`config.mk`:
```
export PLATFORM = sky130hd
export DESIGN_NAME = rs232_rxb_ctrl
export DESIGN_NICKNAME = d
export VERILOG_FILES = /design/src/rtl/rs232_rxb_ctrl.sv
export SDC_FILE = /design/constraint.sdc
export NUM_CORES = 1
export LEC_CHECK = 0
export ABC_AREA = 1
export CORE_MARGIN = 5
export CORE_UTILIZATION = 48
export DETAILED_ROUTE_END_ITERATION = 8
export PLACE_DENSITY = 0.94
export SYNTH_ARGS = -nofsm -noshare
export SYNTH_HDL_FRONTEND = slang
export SYNTH_SLANG_ARGS = --single-unit
```
`constraint.sdc`:
```
create_clock -name clk -period 2.89 [get_ports clk]
set_clock_uncertainty 0.05 [all_clocks]
set_input_delay 0.289 -clock clk [delete_from_list [all_inputs] [get_ports clk]]
set_output_delay 0.289 -clock clk [all_outputs]
set_load 0.05 [all_outputs]
```
`src/rtl/rs232_rxb_ctrl.sv`:
```
// Read-side controller for the buffered RS232 receiver: prefetches the FIFO head and routes it to the CPU or the aux stream.
// Optional line-idle detector is enabled by defining RXB_CTRL_IDLE_EN.
module rs232_rxb_ctrl #(
    parameter int cnt_width      = 16,
    parameter int timeout_cycles = 50000
) (
    input  logic                 clk,
    input  logic                 rst,
    input  logic                 fifo_empty,
    input  logic                 fifo_full,
    input  logic [7:0]           fifo_data,
    output logic                 fifo_rd,
    input  logic                 cpu_rd,
    output logic [7:0]           cpu_data,
    output logic                 cpu_avail,
    output logic                 aux_valid,
    output logic [7:0]           aux_data,
    input  logic                 aux_ready,
    input  logic                 sel_wr,
    input  logic                 sel_in,
    output logic                 sel_cur,
    input  logic                 stat_clr,
    output logic                 overrun,
    output logic [cnt_width-1:0] byte_cnt,
    output logic                 idle
);

    typedef enum logic [1:0] {ST_EMPTY, ST_FULL, ST_SWAP} state_t;

    if (timeout_cycles < 2) begin : g_param_chk
        $error("timeout_cycles must be at least 2");
    end

    state_t                state_q, state_d;
    logic                  sel_q, sel_d;
    logic                  pend_q, pend_d;
    logic                  pend_sel_q, pend_sel_d;
    logic [7:0]            hold_q, hold_d;
    logic                  full_q;
    logic                  overrun_q, overrun_d;
    logic [cnt_width-1:0]  cnt_q, cnt_d;
    logic                  sw_pend;
    logic                  consume;

    assign sw_pend = pend_q | sel_wr;
    assign consume = (~sel_q & cpu_rd) | (sel_q & aux_ready);

    always_comb begin
        state_d    = state_q;
        sel_d      = sel_q;
        pend_d     = pend_q;
        pend_sel_d = pend_sel_q;
        hold_d     = hold_q;
        fifo_rd    = 1'b0;
        case (state_q)
            ST_EMPTY: begin
                if (sw_pend) begin
                    state_d = ST_SWAP;
                end else if (!fifo_empty) begin
                    fifo_rd = 1'b1;
                    hold_d  = fifo_data;
                    state_d = ST_FULL;
                end
            end
            ST_FULL: begin
                // A pending switch blocks the same-cycle refill so the owner can change between bytes.
                if (consume) begin
                    if (!fifo_empty && !sw_pend) begin
                        fifo_rd = 1'b1;
                        hold_d  = fifo_data;
                    end else begin
                        state_d = ST_EMPTY;
                    end
                end
            end
            ST_SWAP: begin
                sel_d   = pend_sel_q;
                pend_d  = 1'b0;
                state_d = ST_EMPTY;
            end
            default: state_d = ST_EMPTY;
        endcase
        if (sel_wr) begin
            pend_d     = 1'b1;
            pend_sel_d = sel_in;
        end
    end

    always_comb begin
        overrun_d = overrun_q;
        if (fifo_full && !full_q) overrun_d = 1'b1;
        else if (stat_clr)        overrun_d = 1'b0;
        cnt_d = stat_clr ? '0 : cnt_q;
        if (fifo_rd) cnt_d = cnt_d + cnt_width'(1);
    end

    always_ff @(posedge clk) begin
        if (rst) begin
            state_q    <= ST_EMPTY;
            sel_q      <= 1'b0;
            pend_q     <= 1'b0;
            pend_sel_q <= 1'b0;
            hold_q     <= 8'h00;
            full_q     <= 1'b0;
            overrun_q  <= 1'b0;
            cnt_q      <= '0;
        end else begin
            state_q    <= state_d;
            sel_q      <= sel_d;
            pend_q     <= pend_d;
            pend_sel_q <= pend_sel_d;
            hold_q     <= hold_d;
            full_q     <= fifo_full;
            overrun_q  <= overrun_d;
            cnt_q      <= cnt_d;
        end
    end

    assign sel_cur   = sel_q;
    assign cpu_avail = (state_q == ST_FULL) & ~sel_q;
    assign aux_valid = (state_q == ST_FULL) & sel_q;
    assign cpu_data  = cpu_avail ? hold_q : 8'h00;
    assign aux_data  = aux_valid ? hold_q : 8'h00;
    assign overrun   = overrun_q;
    assign byte_cnt  = cnt_q;

`ifdef RXB_CTRL_IDLE_EN
    localparam int ICW = $clog2(timeout_cycles + 1);

    logic           armed_q, armed_d;
    logic [ICW-1:0] icnt_q, icnt_d;

    always_comb begin
        armed_d = armed_q;
        icnt_d  = icnt_q;
        if (fifo_rd) begin
            armed_d = 1'b1;
            icnt_d  = '0;
        end else if (stat_clr) begin
            armed_d = 1'b0;
            icnt_d  = '0;
        end else if (armed_q && state_q == ST_EMPTY && fifo_empty &&
                     icnt_q != ICW'(timeout_cycles)) begin
            icnt_d = icnt_q + ICW'(1);
        end
    end

    always_ff @(posedge clk) begin
        if (rst) begin
            armed_q <= 1'b0;
            icnt_q  <= '0;
        end else begin
            armed_q <= armed_d;
            icnt_q  <= icnt_d;
        end
    end

    assign idle = (icnt_q == ICW'(timeout_cycles));
`else
    assign idle = 1'b0;
`endif

endmodule

```
==> results of run 1 <==
power by group:
part	switching (uW)	total, uW	internal, uW	leakage, uW
Sequential	9.88	454	444	0.000253
Combinational	81.8	130	48.6	0.000578
Clock	137	224	86.4	0.0000242
Total	229	808	579	0.000855
state kept, by name, summed over array words and instances, names as in the netlist:
register,flops
pend_sel_q,1
overrun,1
byte_cnt,16
full_q,1
sel_cur,1
hold_q,8
pend_q,1
state_q,2
metrics by stage:
step | setup slack [ps] | hold WS [ps] | instances
after floorplan | 83.3 | 308 | 244
after global placement | 666 | 351 | 338
after detailed placement | 583 | 357 | 338
after CTS | 314 | 369 | 344
after global routing | 80.1 | 406 | 344
final | 332 | 366 | 344
path summary, 6_finish.rpt:
check,startpoint,cells after the start,to,slack [ps]
setup / recovery,state_q[0],7,cpu_data[3],330
hold / removal,full_q,1,overrun,370
setup reg to reg,byte_cnt[0],10,byte_cnt[10],1340
hold reg to reg,full_q,1,overrun,370
area by class of cell:
class                   instances  area (um^2)
fillers                       291         1080
multi-input cells             169          806
flip-flops and latches         31          621
repair buffers                 54          536
inverters                      38          145
well taps                      46         57.6
clock buffers                   6         41.3
placed cells by master, fill, tap and decap left out:
cell             Yosys  final
nor2_1              53     53
clkdlybuf4s50_1      0     52
inv_1               34     34
nand2_1             32     32
dfxtp_1             31     31
a21oi_1             21     21
nand3_1             17     17
o21ai_1             11     11
nor2_2               8      8
nand2_2              6      6
o21ai_0              6      6
clkbuf_4             0      5
nor2_4               3      3
nor3_1               3      3
inv_2                2      2
nand3_2              2      2
buf_4                1      2
nand2_4              1      1
inv_4                1      1
clkinv_1             1      1
nor3b_1              1      1
a31oi_1              1      1
o31ai_1              1      1
and2_1               1      1
ha_1                 1      1
conb_1               1      1
clkbuf_1             1      1
cell families after synthesis:
family,Yosys count
flip-flops,31
adder cells (fa/ha/maj),1
AO/OA/AOI/OAI,40
buffers and inverters,44
AND/OR/NAND/NOR,127
other,1
critical path: cells and delay by family, from the launching register on:
family                 cells  cell delay, ps
buffers and inverters      4            1100
flip-flops                 1             410
AND/OR/NAND/NOR            3             390
per-layer routing:
layer	GRT usage [%]	wire length, um	up-vias
met3	5.75	223	6
met1	21.3	1680	726
met5	0	0	-
li1	-	-	871
met4	5.46	44	0
met2	33.2	1900	45
==> out/summary.txt, run 1 <==
Setup TNS - 0 ps
Post-CTS setup buffer count - 0
H-tree depth - 2
Flip-flop and latch count after synthesis - 31
Cts repair resizes - 0
Min-delay worst type - flip-flop to flip-flop
Mean number of vias per cell - 4.79
Initial antenna violation count - 0
Synth top area share - 38.4%
Largest family of logic cells by synthesized area - simple AND/OR/NAND/NOR gates
Die area - 4620 um^2
Sequential area share after synthesis - 38.4%
Pwr Total - 808 uW
Top cells by count, synth - 53 x nor2_1, 34 x inv_1, 32 x nand2_1
LEAKAGE - 0.000855 uW
Row count - 21
Final setup fails - 0
Initial Util - 49.1%
Mux cell area share after synthesis - 0%
Routed wire length - 3.84 mm
Worst setup SP type - flip-flop
Critical path, cell by cell - inv_2 > nor2_2 > inv_1 > nor2_1 > inv_1 > nor2_1 > clkdlybuf4s50_1
Peak supply drop - 0.235 mV
Synth area leader - dfxtp_1
Hold_buf cts - 0
Wirelength per Cell - 11.2 um
Count leader, synth - nor2_1
Hold Vio Cnt, Final - 0
Worst skew pair latency - 330 ps
Max Freq - 0.391 GHz
Synth Cell Area - 1610 um^2
WP data arrival - 2220 ps
Avg Inst Size Synth - 6.61 um^2
Tmin final - 2560 ps
CP max stage cell - clkdlybuf4s50_1
GRT Total Usage - 18.7%
Post-synth EDFFs - 0
Synth async-reset ratio - 0%
TritonCTS buffer count - 5
# port buffers - 53
Fraction of the mapped netlist area in compound gates - 12.6%
Via Count - 1,648
Final nets - 317
Die height - 68.0 um
Post-synth cell types - 28
Gr ovfl total - 0
Yosys Warn Count - 0
Rel. slew slack - 65.7%
Crit path largest cell delay - 820 ps
Critical-path maximum fanout - 8
Post-synthesis net count - 262
Post-synthesis adder-cell area fraction - 0.775%
Least-Margin Pin Slew - 512 ps
Longest Clk Path Bufs - 2
Post-route DRC - 0
Outcome - complete, no violations
Req. time, crit path - 2550 ps
Final Max Tran Viols - 0
Pwr/cell area - 366 nW/um^2
CTS root buf - clkbuf_4
Clock-pin transition on the worst setup and hold timing paths - 80 ps
Core area - 3280 um^2
Drt pass-1 iters - 6
Area after DPL - 2160 um^2
RePlAce Congestion - 0.910
Clock sink total - 31
Xor and xnor area share after synthesis - 0%
Fin crit share - 88.5%
Hpwl dp - 2.96 mm
Largest net degree at the start of global routing - 27
Initial drt markers - 133
# IOs - 55
TritonCTS clock tree - built
Synth area leaders - dfxtp_1 38%, nor2_1 12%, inv_1 7.9%, nand2_1 7.4%, a21oi_1 6.5%
Antenna diodes - 0
Share of post-route cells with drive strength above 1 - 10.1%
Die width - 68.0 um
Crit path kind - flip-flop to output pin
Max cap viols - 0
Global-route wire length before repair - 6.64 mm
Final Core Density - 67.2%
Setup crit end kind - output pin
Antenna-violating nets left - 0
Area growth syn-to-layout - 36.7%
Number of global-route vias before repair - 1,589
RSZ-0062 raised after global routing - no
Synth Area in Simple Gates - 36.3%
Gate Count Post-Synth - 244
Post-route cell area - 2210 um^2
Most used DFF post-synth - dfxtp_1
Note: power is estimated with default switching activity, not from simulation.
==> run 2: changes to the inputs <==
- CELL_PAD_IN_SITES_DETAIL_PLACEMENT: unset -> 1
- CELL_PAD_IN_SITES_GLOBAL_PLACEMENT: unset -> 2
- CORE_UTILIZATION: 48 -> 25
==> out/summary.txt, run 2 (synthesized netlist as in run 1, its figures left out) <==
Worst setup SP type - flip-flop
Critical-path maximum fanout - 8 (unchanged)
Die height - 90.4 um (+33%)
Max FFs per register - 16 (unchanged)
CP endpoint - aux_data[1]
Max Freq - 0.398 GHz (+1.7%)
Setup crit end kind - output pin
# port buffers - 53 (unchanged)
Clock sink total - 31 (unchanged)
Wirelength per Cell - 12.3 um (+11%)
Most frequent cells in the layout - 53 x nor2_1, 52 x clkdlybuf4s50_1, 34 x inv_1
LEAKAGE - 0.000872 uW (+2.0%)
Tmin final - 2510 ps (-43.7 ps)
Row count - 29 (+38%)
Rel. slew slack - 64.7% (-0.97 points)
Post-route DRC - 0 (unchanged)
Fill count - 832 (+190%)
# IOs - 55 (unchanged)
Routed wire length - 4.65 mm (+21%)
Commonest non-fill, non-tap cell in the layout - nor2_1
Hold_buf cts - 0 (unchanged)
Reg2reg setup slack - 1290 ps (-50 ps)
Number of global-route vias before repair - 1,791 (+13%)
Antenna-violating nets left - 0 (unchanged)
Core area - 6310 um^2 (+92%)
Gr ovfl total - 0 (unchanged)
Final setup fails - 0 (unchanged)
Die width - 90.4 um (+33%)
Global-route wire length before repair - 8.05 mm (+21%)
CTS root buf - clkbuf_8
Initial Util - 25.6% (-24 points)
RSZ-0062 raised after global routing - no
H-tree depth - 2 (unchanged)
Cts repair resizes - 0 (unchanged)
TritonCTS buffer count - 5 (unchanged)
Hpwl dp - 3.69 mm (+25%)
Final Max Tran Viols - 0 (unchanged)
Setup TNS - 0 ps (unchanged)
WP data arrival - 2180 ps (-40 ps)
Crit path kind - flip-flop to output pin
Outcome - complete, no violations
Hold Vio Cnt, Final - 0 (unchanged)
Req. time, crit path - 2550 ps (about the same)
Antenna diodes - 0 (unchanged)
Post-CTS setup buffer count - 0 (unchanged)
Placed instance count - 369 (+9.2%)
Least-Margin Pin Slew - 526 ps (+14.4 ps)
TritonCTS clock tree - built
Critical Path Start - state_q[0]
Initial antenna violation count - 0 (unchanged)
Top Metal Used - met4
Fin crit share - 87.0% (-1.5 points)
Reg2reg end - byte_cnt[10]
Met3 Routed Length - 293 um (+31%)
Mean number of vias per cell - 4.46 (-6.8%)
Final nets - 317 (unchanged)
Drt pass-1 iters - 4 (-2)
Min-delay worst type - flip-flop to flip-flop
Worst R2R Start - byte_cnt[0]
Wire length on met2 - 2.20 mm (+16%)
Via Count - 1,683 (+2.1%)
Longest Clk Path Bufs - 2 (unchanged)
Peak supply drop - 0.189 mV (-20%)
Largest net degree at the start of global routing - 27 (unchanged)
Clock-pin transition on the worst setup and hold timing paths - 70 ps (about the same)
Pwr/cell area - 404 nW/um^2 (+10%)
Max cap viols - 0 (unchanged)
Finished Layout Cells - 377 (+9.6%)
Final Core Density - 36.2% (-31 points)
Die area - 8160 um^2 (+77%)
RePlAce Congestion - 0.765 (-16%)
Initial drt markers - 38 (-71%)
Worst skew pair latency - 280 ps (-50 ps)
GRT Total Usage - 11.8% (-6.9 points)
Area growth syn-to-layout - 41.8%
Post-Route M1 WL - 2.09 mm (+25%)
Reg2Reg Depth - 10 (unchanged)
Share of post-route cells with drive strength above 1 - 10.7% (+0.60 points)
-- run 2: cell count changes in the layout (fill, tap and decap cells not counted), sizes merged --
cell / delta
clkinvlp: +1
clkinv: +1
-- run 2: metrics by stage --
| stage | worst slack (ps) | cell area, um^2 | hold slack, ps | total power (uW) |
|---|---|---|---|---|
| after floorplan | 83.3 | 1610 | 308 | 548 |
| after global placement | 583 | 2200 | 351 | 594 |
| after detailed placement | 466 | 2200 | 370 | 598 |
| after CTS | 338 | 2290 | 380 | 944 |
| after global routing | 165 | 2290 | 404 | 969 |
| final | 375 | 2290 | 381 | 924 |
-- run 2: worst min path at each step --
stage,start,endpoint,slack (ps),cells past startpoint
after detailed placement,full_q,overrun,370,1
after floorplan,rst,state_q[0],310,1
final,full_q,overrun,380,1
after CTS,full_q,overrun,380,1
after global routing,full_q,overrun,400,1
after global placement,full_q,overrun,350,1
-- run 2: power by group --
group	switching, uW	internal, uW
logic	83.3	48.7
registers	10.1	444
clock network	170	168
total	264	661
-- run 2: worst max-delay path, stage by stage, from the launching register on --
cell and delay (ps):
dfxtp_1 410, inv_2 50, nor2_2 140, inv_1 70, nor2_1 120, inv_1 150, nor2_1 130, clkdlybuf4s50_1 810
-- run 2: routing by layer --
| layer | global-route usage, % | vias up |
|---|---|---|
| met5 | 0 | - |
| met4 | 3.72 | 0 |
| met3 | 3.92 | 7 |
| met2 | 20.4 | 39 |
| met1 | 13.5 | 770 |
| li1 | - | 867 |
-- run 2: final cells by class --
class                   instances  area [um^2]  area share, %
repair buffers                 54          536           23.4
clock inverters                 2         12.5          0.547
multi-input cells             169          806           35.2
inverters                      38          145           6.34
well taps                      77         96.3           4.21
flip-flops and latches         31          621           27.1
clock buffers                   6         72.6           3.17
==> run 3: changes to the inputs <==
- CORE_UTILIZATION: 25 -> 34
- DONT_BUFFER_PORTS: unset -> 1
- PLACE_DENSITY: 0.94 -> 0.92
==> out/summary.txt, run 3 (synthesized netlist as in run 1, its figures left out) <==
Largest net degree at the start of global routing - 29 (+7.4%)
Post-route DRC - 0 (unchanged)
Max FFs per register - 16 (unchanged)
CTS root buf - clkbuf_8
Most frequent cells in the layout - 52 x nor2_1, 34 x inv_1, 32 x nand2_1
Post-CTS setup buffer count - 0 (unchanged)
Via Count - 1,561 (-7.2%)
Peak supply drop - 0.192 mV (+1.8%)
Critical Path Stages - 7 (unchanged)
Critical path, cell by cell - inv_2 > nor2_2 > inv_1 > nor2_2 > inv_1 > nor2_1 > buf_4
GRT Total Usage - 14.4% (+2.7 points)
Post-Place Setup Slack - 413 ps (-52.6 ps)
Pwr/cell area - 464 nW/um^2 (+15%)
Hpwl dp - 3.21 mm (-13%)
Reg2reg end - byte_cnt[2]
WP data arrival - 2070 ps (-110 ps)
Gr ovfl total - 0 (unchanged)
Final WS setup - 476 ps (+101 ps)
Met3 Use GR - 6.01% (+2.1 points)
Setup TNS - 0 ps (unchanged)
Final Max Tran Viols - 0 (unchanged)
Wirelength per Cell - 13.1 um (+5.9%)
Longest Clk Path Bufs - 2 (unchanged)
Commonest non-fill, non-tap cell in the layout - nor2_1
Largest delay share family, worst path - simple AND/OR/NAND/NOR gates
H-tree depth - 2 (unchanged)
Reg2reg setup slack - 850 ps (-440 ps)
Critical Path Start - state_q[0]
Buf/Inv on CP - 4 (unchanged)
Die height - 78.9 um (-13%)
TritonCTS buffer count - 5 (unchanged)
Core area - 4660 um^2 (-26%)
Tmin final - 2410 ps (-101 ps)
Drt pass-1 iters - 4 (unchanged)
Reg2Reg Depth - 9 (-1)
Number of global-route vias before repair - 1,593 (-11%)
Least-Margin Pin Slew - 789 ps (+264 ps)
Row count - 25 (-14%)
Antenna-violating nets left - 0 (unchanged)
Final nets - 282 (-11%)
Max cap viols - 0 (unchanged)
# port buffers - 0 (-100%)
Area growth syn-to-layout - 15.0%
Clock-pin transition on the worst setup and hold timing paths - 60 ps (about the same)
Req. time, crit path - 2550 ps (about the same)
Crit path kind - flip-flop to output pin
Antenna diodes - 0 (unchanged)
Critical-path maximum fanout - 8 (unchanged)
Fin crit share - 83.5% (-3.5 points)
Die area - 6230 um^2 (-24%)
Initial Util - 34.6% (+9.1 points)
Hold_buf cts - 0 (unchanged)
Outcome - complete, no violations
Setup crit end kind - output pin
Rel. slew slack - 47.0% (-18 points)
TritonCTS clock tree - built
Mean number of vias per cell - 4.92 (+10%)
Worst skew pair latency - 280 ps (about the same)
WHS - 25.8 ps (-355 ps)
GR Layer Usage met1 - 15.4% (+1.9 points)
Routed wire length - 4.14 mm (-11%)
Initial antenna violation count - 0 (unchanged)
Hold Vio Cnt, Final - 0 (unchanged)
Worst R2R Start - sel_cur
CP endpoint - cpu_data[4]
Met2 Track Usage GR - 24.9% (+4.4 points)
# IOs - 55 (unchanged)
Crit path largest cell delay - 460 ps (-350 ps)
Worst setup SP type - flip-flop
Final setup fails - 0 (unchanged)
Share of post-route cells with drive strength above 1 - 18.3% (+7.6 points)
Max Freq - 0.414 GHz (+4.2%)
Clock sink total - 31 (unchanged)
RePlAce Congestion - 0.793 (+3.7%)
LEAKAGE - 0.000775 uW (-11%)
Die width - 78.9 um (-13%)
Initial drt markers - 46 (+21%)
RSZ-0062 raised after global routing - no
Top Usage Layer GRT - met2
Global-route wire length before repair - 7.02 mm (-13%)
CP max stage cell - nor2_2
Min-delay worst type - input port to flip-flop
run 3: worst min-delay path by stage:
| stage | startpoint | to | slack, ps | depth (start not counted) |
|---|---|---|---|---|
| CTS | rst | full_q | 10 | 1 |
| detailed placement | rst | state_q[0] | 310 | 1 |
| global route | rst | state_q[0] | 8 | 1 |
| floorplan | rst | state_q[0] | 310 | 1 |
| global placement | rst | full_q | 310 | 1 |
| finish | rst | full_q | 30 | 1 |
run 3: final cells by class:
| class | count | area [um^2] |
|---|---|---|
| sequential | 31 | 621 |
| tap | 54 | 67.6 |
| multi-input combinational | 169 | 808 |
| timing repair buffer | 19 | 143 |
| fill | 623 | 2800 |
| clock buffer | 6 | 72.6 |
| inverter | 38 | 145 |
run 3: power by group:
group	switching, uW	internal [uW]
Combinational	65.0	21.8
Sequential	20.9	444
Clock	149	160
run 3: layer usage:
metal	vias up	part of all wire (%)
li1	799	-
met2	39	48
met4	0	1.8
met3	5	7.5
met5	-	0
met1	718	43
run 3: through the flow:
| step | total power [uW] | cells | util, % | cell area [um^2] |
|---|---|---|---|---|
| 2_1_floorplan | 548 | 244 | - | 1610 |
| 3_3_place_gp | 560 | 311 | 38.2 | 1780 |
| 3_5_place_dp | 563 | 311 | 38.2 | 1780 |
| 4_1_cts | 882 | 317 | 39.8 | 1850 |
| 5_1_grt | 911 | 317 | 39.8 | 1860 |
| 6_report | 861 | 317 | 39.8 | 1860 |
run 3: what timing repair did:
action	CTS	global route
setup endpoints to repair	0	7
resized for setup	0	1
hold endpoints to repair	0	0
